[src/rtl/instr_fetch_if.sv]
`default_nettype none
// +----------------------------------------------------------------------+
// | instr_fetch_if : program-load, run-control and issue handshake bus    |
// | Rev 1.0 - initial release                                            |
// +----------------------------------------------------------------------+
interface instr_fetch_if #(
  parameter int ADDR_W = 4
);
  logic [7:0]        dip_in;
  logic              load_pulse;
  logic              run_pulse;
  logic              step_mode;
  logic              exec_ready;
  logic [7:0]        instr;
  logic              instr_valid;
  logic [ADDR_W-1:0] pc;
  logic [ADDR_W-1:0] load_addr;
  logic              halted;

  // master: the fetch unit
  modport master (
    input  dip_in, load_pulse, run_pulse, step_mode, exec_ready,
    output instr, instr_valid, pc, load_addr, halted
  );

  // slave: the control panel / execute stage side
  modport slave (
    output dip_in, load_pulse, run_pulse, step_mode, exec_ready,
    input  instr, instr_valid, pc, load_addr, halted
  );
endinterface
`default_nettype wire

[src/rtl/instr_fetch.sv]
`default_nettype none
// +----------------------------------------------------------------------+
// | instr_fetch : program memory loader and single-issue fetch sequencer  |
// | Rev 1.0 - initial release                                            |
// +----------------------------------------------------------------------+
module instr_fetch #(
  parameter int         ADDR_W  = 4,
  parameter logic [3:0] HALT_OP = 4'b1111
) (
  input  wire logic       clk,
  input  wire logic       rst,
  instr_fetch_if.master   bus
);

  localparam int DEPTH = 1 << ADDR_W;

  typedef enum logic [2:0] {
    S_IDLE  = 3'd0,
    S_FETCH = 3'd1,
    S_ISSUE = 3'd2,
    S_PAUSE = 3'd3,
    S_HALT  = 3'd4
  } state_t;

  state_t            state_q, state_d;
  logic [ADDR_W-1:0] pc_q, pc_d;
  logic [ADDR_W-1:0] load_addr_q, load_addr_d;
  logic [7:0]        instr_q, instr_d;
  logic              valid_q, valid_d;
  logic              halted_q, halted_d;
  logic              mem_we;
  logic [7:0]        fetch_word;

  // Program store: deliberately left out of reset so a reset keeps the program.
  logic [7:0] mem_q [DEPTH];

  always_ff @(posedge clk) begin
    if (mem_we) begin
      mem_q[load_addr_q] <= bus.dip_in;
    end
  end

  assign fetch_word = mem_q[pc_q];

  always_ff @(posedge clk or posedge rst) begin
    if (rst) begin
      state_q     <= S_IDLE;
      pc_q        <= '0;
      load_addr_q <= '0;
      instr_q     <= 8'h00;
      valid_q     <= 1'b0;
      halted_q    <= 1'b0;
    end else begin
      state_q     <= state_d;
      pc_q        <= pc_d;
      load_addr_q <= load_addr_d;
      instr_q     <= instr_d;
      valid_q     <= valid_d;
      halted_q    <= halted_d;
    end
  end

  always_comb begin
    state_d     = state_q;
    pc_d        = pc_q;
    load_addr_d = load_addr_q;
    instr_d     = instr_q;
    valid_d     = valid_q;
    halted_d    = halted_q;
    mem_we      = 1'b0;

    unique case (state_q)
      S_IDLE: begin
        // A load in the same cycle as a run wins; the run is dropped.
        if (bus.load_pulse) begin
          mem_we      = ~rst;
          load_addr_d = load_addr_q + ADDR_W'(1);
        end else if (bus.run_pulse) begin
          pc_d    = '0;
          state_d = S_FETCH;
        end
      end

      S_FETCH: begin
        instr_d = fetch_word;
        if (fetch_word[3:0] == HALT_OP) begin
          valid_d  = 1'b0;
          halted_d = 1'b1;
          state_d  = S_HALT;
        end else begin
          valid_d = 1'b1;
          state_d = S_ISSUE;
        end
      end

      S_ISSUE: begin
        if (valid_q && bus.exec_ready) begin
          valid_d = 1'b0;
          pc_d    = pc_q + ADDR_W'(1);
          state_d = bus.step_mode ? S_PAUSE : S_FETCH;
        end
      end

      S_PAUSE: begin
        if (bus.run_pulse) begin
          state_d = S_FETCH;
        end
      end

      S_HALT: begin
        // The pulse that leaves HALT is consumed here and never writes memory.
        if (bus.run_pulse || bus.load_pulse) begin
          halted_d = 1'b0;
          state_d  = S_IDLE;
        end
      end

      default: begin
        state_d = S_IDLE;
      end
    endcase
  end

  assign bus.instr       = instr_q;
  assign bus.instr_valid = valid_q;
  assign bus.pc          = pc_q;
  assign bus.load_addr   = load_addr_q;
  assign bus.halted      = halted_q;

endmodule
`default_nettype wire

[src/flat_wrapper.sv]
// flat-port wrapper written by rule: the top's interface ports become plain ports
module instr_fetch_flat 
#(
  parameter int         ADDR_W  = 4,
  parameter logic [3:0] HALT_OP = 4'b1111
)
  (clk, rst, bus_dip_in, bus_load_pulse, bus_run_pulse, bus_step_mode, bus_exec_ready, bus_instr, bus_instr_valid, bus_pc, bus_load_addr, bus_halted);
  instr_fetch_if #(.ADDR_W(ADDR_W)) bus_i ();
  input  wire logic clk;
  input  wire logic rst;
  input wire logic [$bits(bus_i.dip_in)-1:0] bus_dip_in;
  input wire logic [$bits(bus_i.load_pulse)-1:0] bus_load_pulse;
  input wire logic [$bits(bus_i.run_pulse)-1:0] bus_run_pulse;
  input wire logic [$bits(bus_i.step_mode)-1:0] bus_step_mode;
  input wire logic [$bits(bus_i.exec_ready)-1:0] bus_exec_ready;
  output wire logic [$bits(bus_i.instr)-1:0] bus_instr;
  output wire logic [$bits(bus_i.instr_valid)-1:0] bus_instr_valid;
  output wire logic [$bits(bus_i.pc)-1:0] bus_pc;
  output wire logic [$bits(bus_i.load_addr)-1:0] bus_load_addr;
  output wire logic [$bits(bus_i.halted)-1:0] bus_halted;
  assign bus_i.dip_in = bus_dip_in;
  assign bus_i.load_pulse = bus_load_pulse;
  assign bus_i.run_pulse = bus_run_pulse;
  assign bus_i.step_mode = bus_step_mode;
  assign bus_i.exec_ready = bus_exec_ready;
  assign bus_instr = bus_i.instr;
  assign bus_instr_valid = bus_i.instr_valid;
  assign bus_pc = bus_i.pc;
  assign bus_load_addr = bus_i.load_addr;
  assign bus_halted = bus_i.halted;
  instr_fetch #(.ADDR_W(ADDR_W), .HALT_OP(HALT_OP)) u_core (.clk(clk), .rst(rst), .bus(bus_i));
endmodule
[config.mk]
export PLATFORM = sky130hd
export DESIGN_NAME = instr_fetch_flat
export DESIGN_NICKNAME = d
export VERILOG_FILES = /design/src/rtl/instr_fetch_if.sv /design/src/rtl/instr_fetch.sv /design/src/flat_wrapper.sv
export SDC_FILE = /design/constraint.sdc
export NUM_CORES = 1
export LEC_CHECK = 0
export ABC_AREA = 1
export CORE_ASPECT_RATIO = 0.5
export CORE_MARGIN = 2
export CORE_UTILIZATION = 58
export CTS_BUF_LIST = sky130_fd_sc_hd__clkbuf_2
export DETAILED_ROUTE_END_ITERATION = 8
export GPL_TIMING_DRIVEN = 1
export PLACE_DENSITY = 0.77
export SYNTH_ARGS = -nofsm -noshare
export SYNTH_HDL_FRONTEND = slang
export SYNTH_SLANG_ARGS = --single-unit
[constraint.sdc]
create_clock -name clk -period 4.3 [get_ports clk]
set_input_delay 0.86 -clock clk [delete_from_list [all_inputs] [get_ports clk]]
set_output_delay 0.86 -clock clk [all_outputs]
set_load 0.01 [all_outputs]
==> impl_results.md <==
* Outcome: finished clean
* 1st-iter DRT viols at 399
* Worst Path Arrival at between 2000 and 2500 ps
* Netlist Area Pre-Place at 6246 µm²
* Post-synth top flop: edfxtp_1
* Worst Path Required at 3440 ps
* Mux cell area share after synthesis at 0
* RSZ-0062 raised after global routing: false
* Final worst-path cycle share at 0.7387
* Gpl congestion at 0.8707
* Synth Area in XOR/XNOR at 0.004207
* Clk sink count at ~150
* Fmax at around 310 MHz
* Pin count of the biggest net entering global routing at 69
* Hold Crit Class: flop to flop
* Drt first pass iters at 5
* Starting Density at 0.6038
* EDFF count, synth at 128
* Placed cell area at 6686 µm²
* Num CTS Buffers at 17
* Sequential cell area fraction in the yosys report at 0.6995
* Cells after Synth at 551
* Adder-cell share of the synthesized area at 0.01002
* Post-synthesis compound-gate area fraction at 0.06530
* DP Worst Slack at 1430 ps
* Relative slew slack at 0.3169
* Grt total ovfl at 0
* Core Area at 10,340 µm²
* Total negative setup slack at 0 ps
* Clock skew at 38.71 ps
* Vias in the first global route at 4,054
* Inserted Diodes at 0
* Setup Buffers After CTS at 0
* Die Wd at 150.8 µm
* Post-route minimum period at 3176 ps
* Avg WL per Cell at 19.25 µm
* Post-CTS Resized at 0
* DRT Wirelength at 14,260 µm
* DRT antenna net count at 0
* Worst Setup Slack, final at between 1000 and 1500 ps
* Leakage at 2.630 nW
* Max-cap violations at 0
* Mapped Nets at 570
* Clock Path Buffers at 2
* Clk Latency, worst-skew pair at 710 ps
* Reg2Reg Setup Slack at 1700 ps
* Crit Path Class: flop to output port
* CP startpoint kind: flop
* VDD IR max at 0.1864 mV
* Share of cells above drive strength 1 at 0.08319
* Final HPWL DP at between 9000 and 10,000 µm
* DR vias at 4,281
* Initial antenna violation count at 0
* Die Area at 11,670 µm²
* Setup crit end kind: output port
* Synthesis-to-finish area growth at 10.22%
* CTS root buffer: clkbuf_2
* Commonest non-fill, non-tap cell in the layout: nand2_1
* Post-synth ARST share at 0.1409
* Worst Path Max Fanout at 68
* Io pins at 32
* Synth warn at 0
* # rows at 26
* Worst Tran Pin Value at 1019 ps
* First-pass GRT wire length at about 22,000 µm
* Most frequent cells in the layout: nand2_1 (133), edfxtp_1 (128), nor2_1 (57)
* Nets at 607
* Setup violators final at 0
* Vias per cell at just under 6
* Pwr per Cell Area at 533.2 nW/µm²
* Post-synthesis simple-gate area fraction at 0.1707
* Clock slew seen by the registers of the worst setup and hold paths at 210 ps
* Largest family of logic cells by synthesized area: simple AND/OR/NAND/NOR gates
* Drt drc at 0
* CTS tree: built
* Final Hold Viols at 0
* Hold-fix buffers, CTS at 0
* Die H at 77.38 µm
* GRT Resource Usage Total at 0.2641
* Post-route cell area at 6884 µm²
* Max H-tree Level at 4
* Max Slew Vio Count at 0
* Mapped Avg Cell Area at 11.34 µm²
* Synth Register Bits at 149
* Count of cell types in the netlist at 26
* PortBufs at 31
cell usage after synthesis (all sizes together) (2+ instances only):
| master | number | area [µm²] |
|---|---|---|
| clkbuf | 8 | 30.03 |
| clkinv | 2 | 7.510 |
| o221ai | 16 | 140.1 |
| edfxtp | 128 | 3844 |
| ha | 5 | 62.56 |
| inv | 42 | 157.6 |
| nor3 | 10 | 50.05 |
| nand2 | 133 | 499.2 |
| xor2 | 3 | 26.28 |
| nand3 | 55 | 275.3 |
| nor2 | 57 | 214.0 |
| dfrtp | 21 | 525.5 |
| o21a | 5 | 37.54 |
| o21ai | 41 | 209.0 |
| nand4 | 2 | 12.51 |
| buf | 18 | 118.9 |
power breakdown:
| group | total, mW | internal (mW) | leakage (nW) | switching [mW] |
|---|---|---|---|---|
| sequential | 1.78 | 1.69 | 1.41 | 0.0916 |
| clock | 0.684 | 0.160 | 0.123 | 0.525 |
| combinational | 1.21 | 0.417 | 1.10 | 0.792 |
| total | 3.67 | 2.26 | 2.63 | 1.41 |
cell families (layout without fill, tap and decap cells):
kind of cell             Yosys count  after routing
buffers and inverters             70            120
XOR/XNOR                           3              3
adder cells (fa/ha/maj)            5              5
AO/OA/AOI/OAI                     65             65
AND/OR/NAND/NOR                  259            259
flip-flops                       149            149
per-stage QoR:
stage	util	power, mW	hold slack, ps	std cells
6_report	0.6655	3.671	503.3	741
5_1_grt	0.6655	3.876	553.3	741
4_1_cts	0.6655	3.662	505.9	741
3_5_place_dp	0.6463	2.998	467.9	709
3_3_place_gp	0.6463	2.978	460.1	709
2_1_floorplan	-	2.582	504.3	551
area by class of cell:
cell class | instances | area (µm²)
clock inverter | 14 | 107.6
multi-input combinational | 332 | 1568
inverter | 44 | 165.2
timing repair buffer | 44 | 407.9
tap | 140 | 175.2
sequential | 149 | 4370
clock buffer | 18 | 90.09
fill | 773 | 3461
worst max-delay path: stages, from the launching register on:
cell	delay, ps
dfrtp_2	410
buf_4	530
clkdlybuf4s50_1	670
state kept, by name (all words and copies together), names as in the netlist:
register,flops
u_core.mem_q,128
u_core.bus.instr,8
u_core.bus.load_addr,4
u_core.bus.pc,4
u_core.state_q,3
u_core.bus.halted,1
u_core.bus.instr_valid,1
routing by layer:
metal,global-route usage,share of wire
met2,0.3800,0.44
met5,0,0
met4,0.08505,0.019
met3,0.07235,0.11
met1,0.3953,0.43
final timing paths:
kind | start | end | cells after the start
max in group asynchronous | rst | u_core.bus.pc[0] | 3
min reg2reg | u_core.bus.halted | u_core.bus.halted | 2
max reg2reg | u_core.bus.pc[1] | u_core.bus.halted | 12
max | u_core.bus.pc[0] | bus_pc[0] | 2
min in group asynchronous | rst | u_core.bus.load_addr[3] | 3
min | u_core.bus.halted | u_core.bus.halted | 2
(Power assumes the default switching activity.)
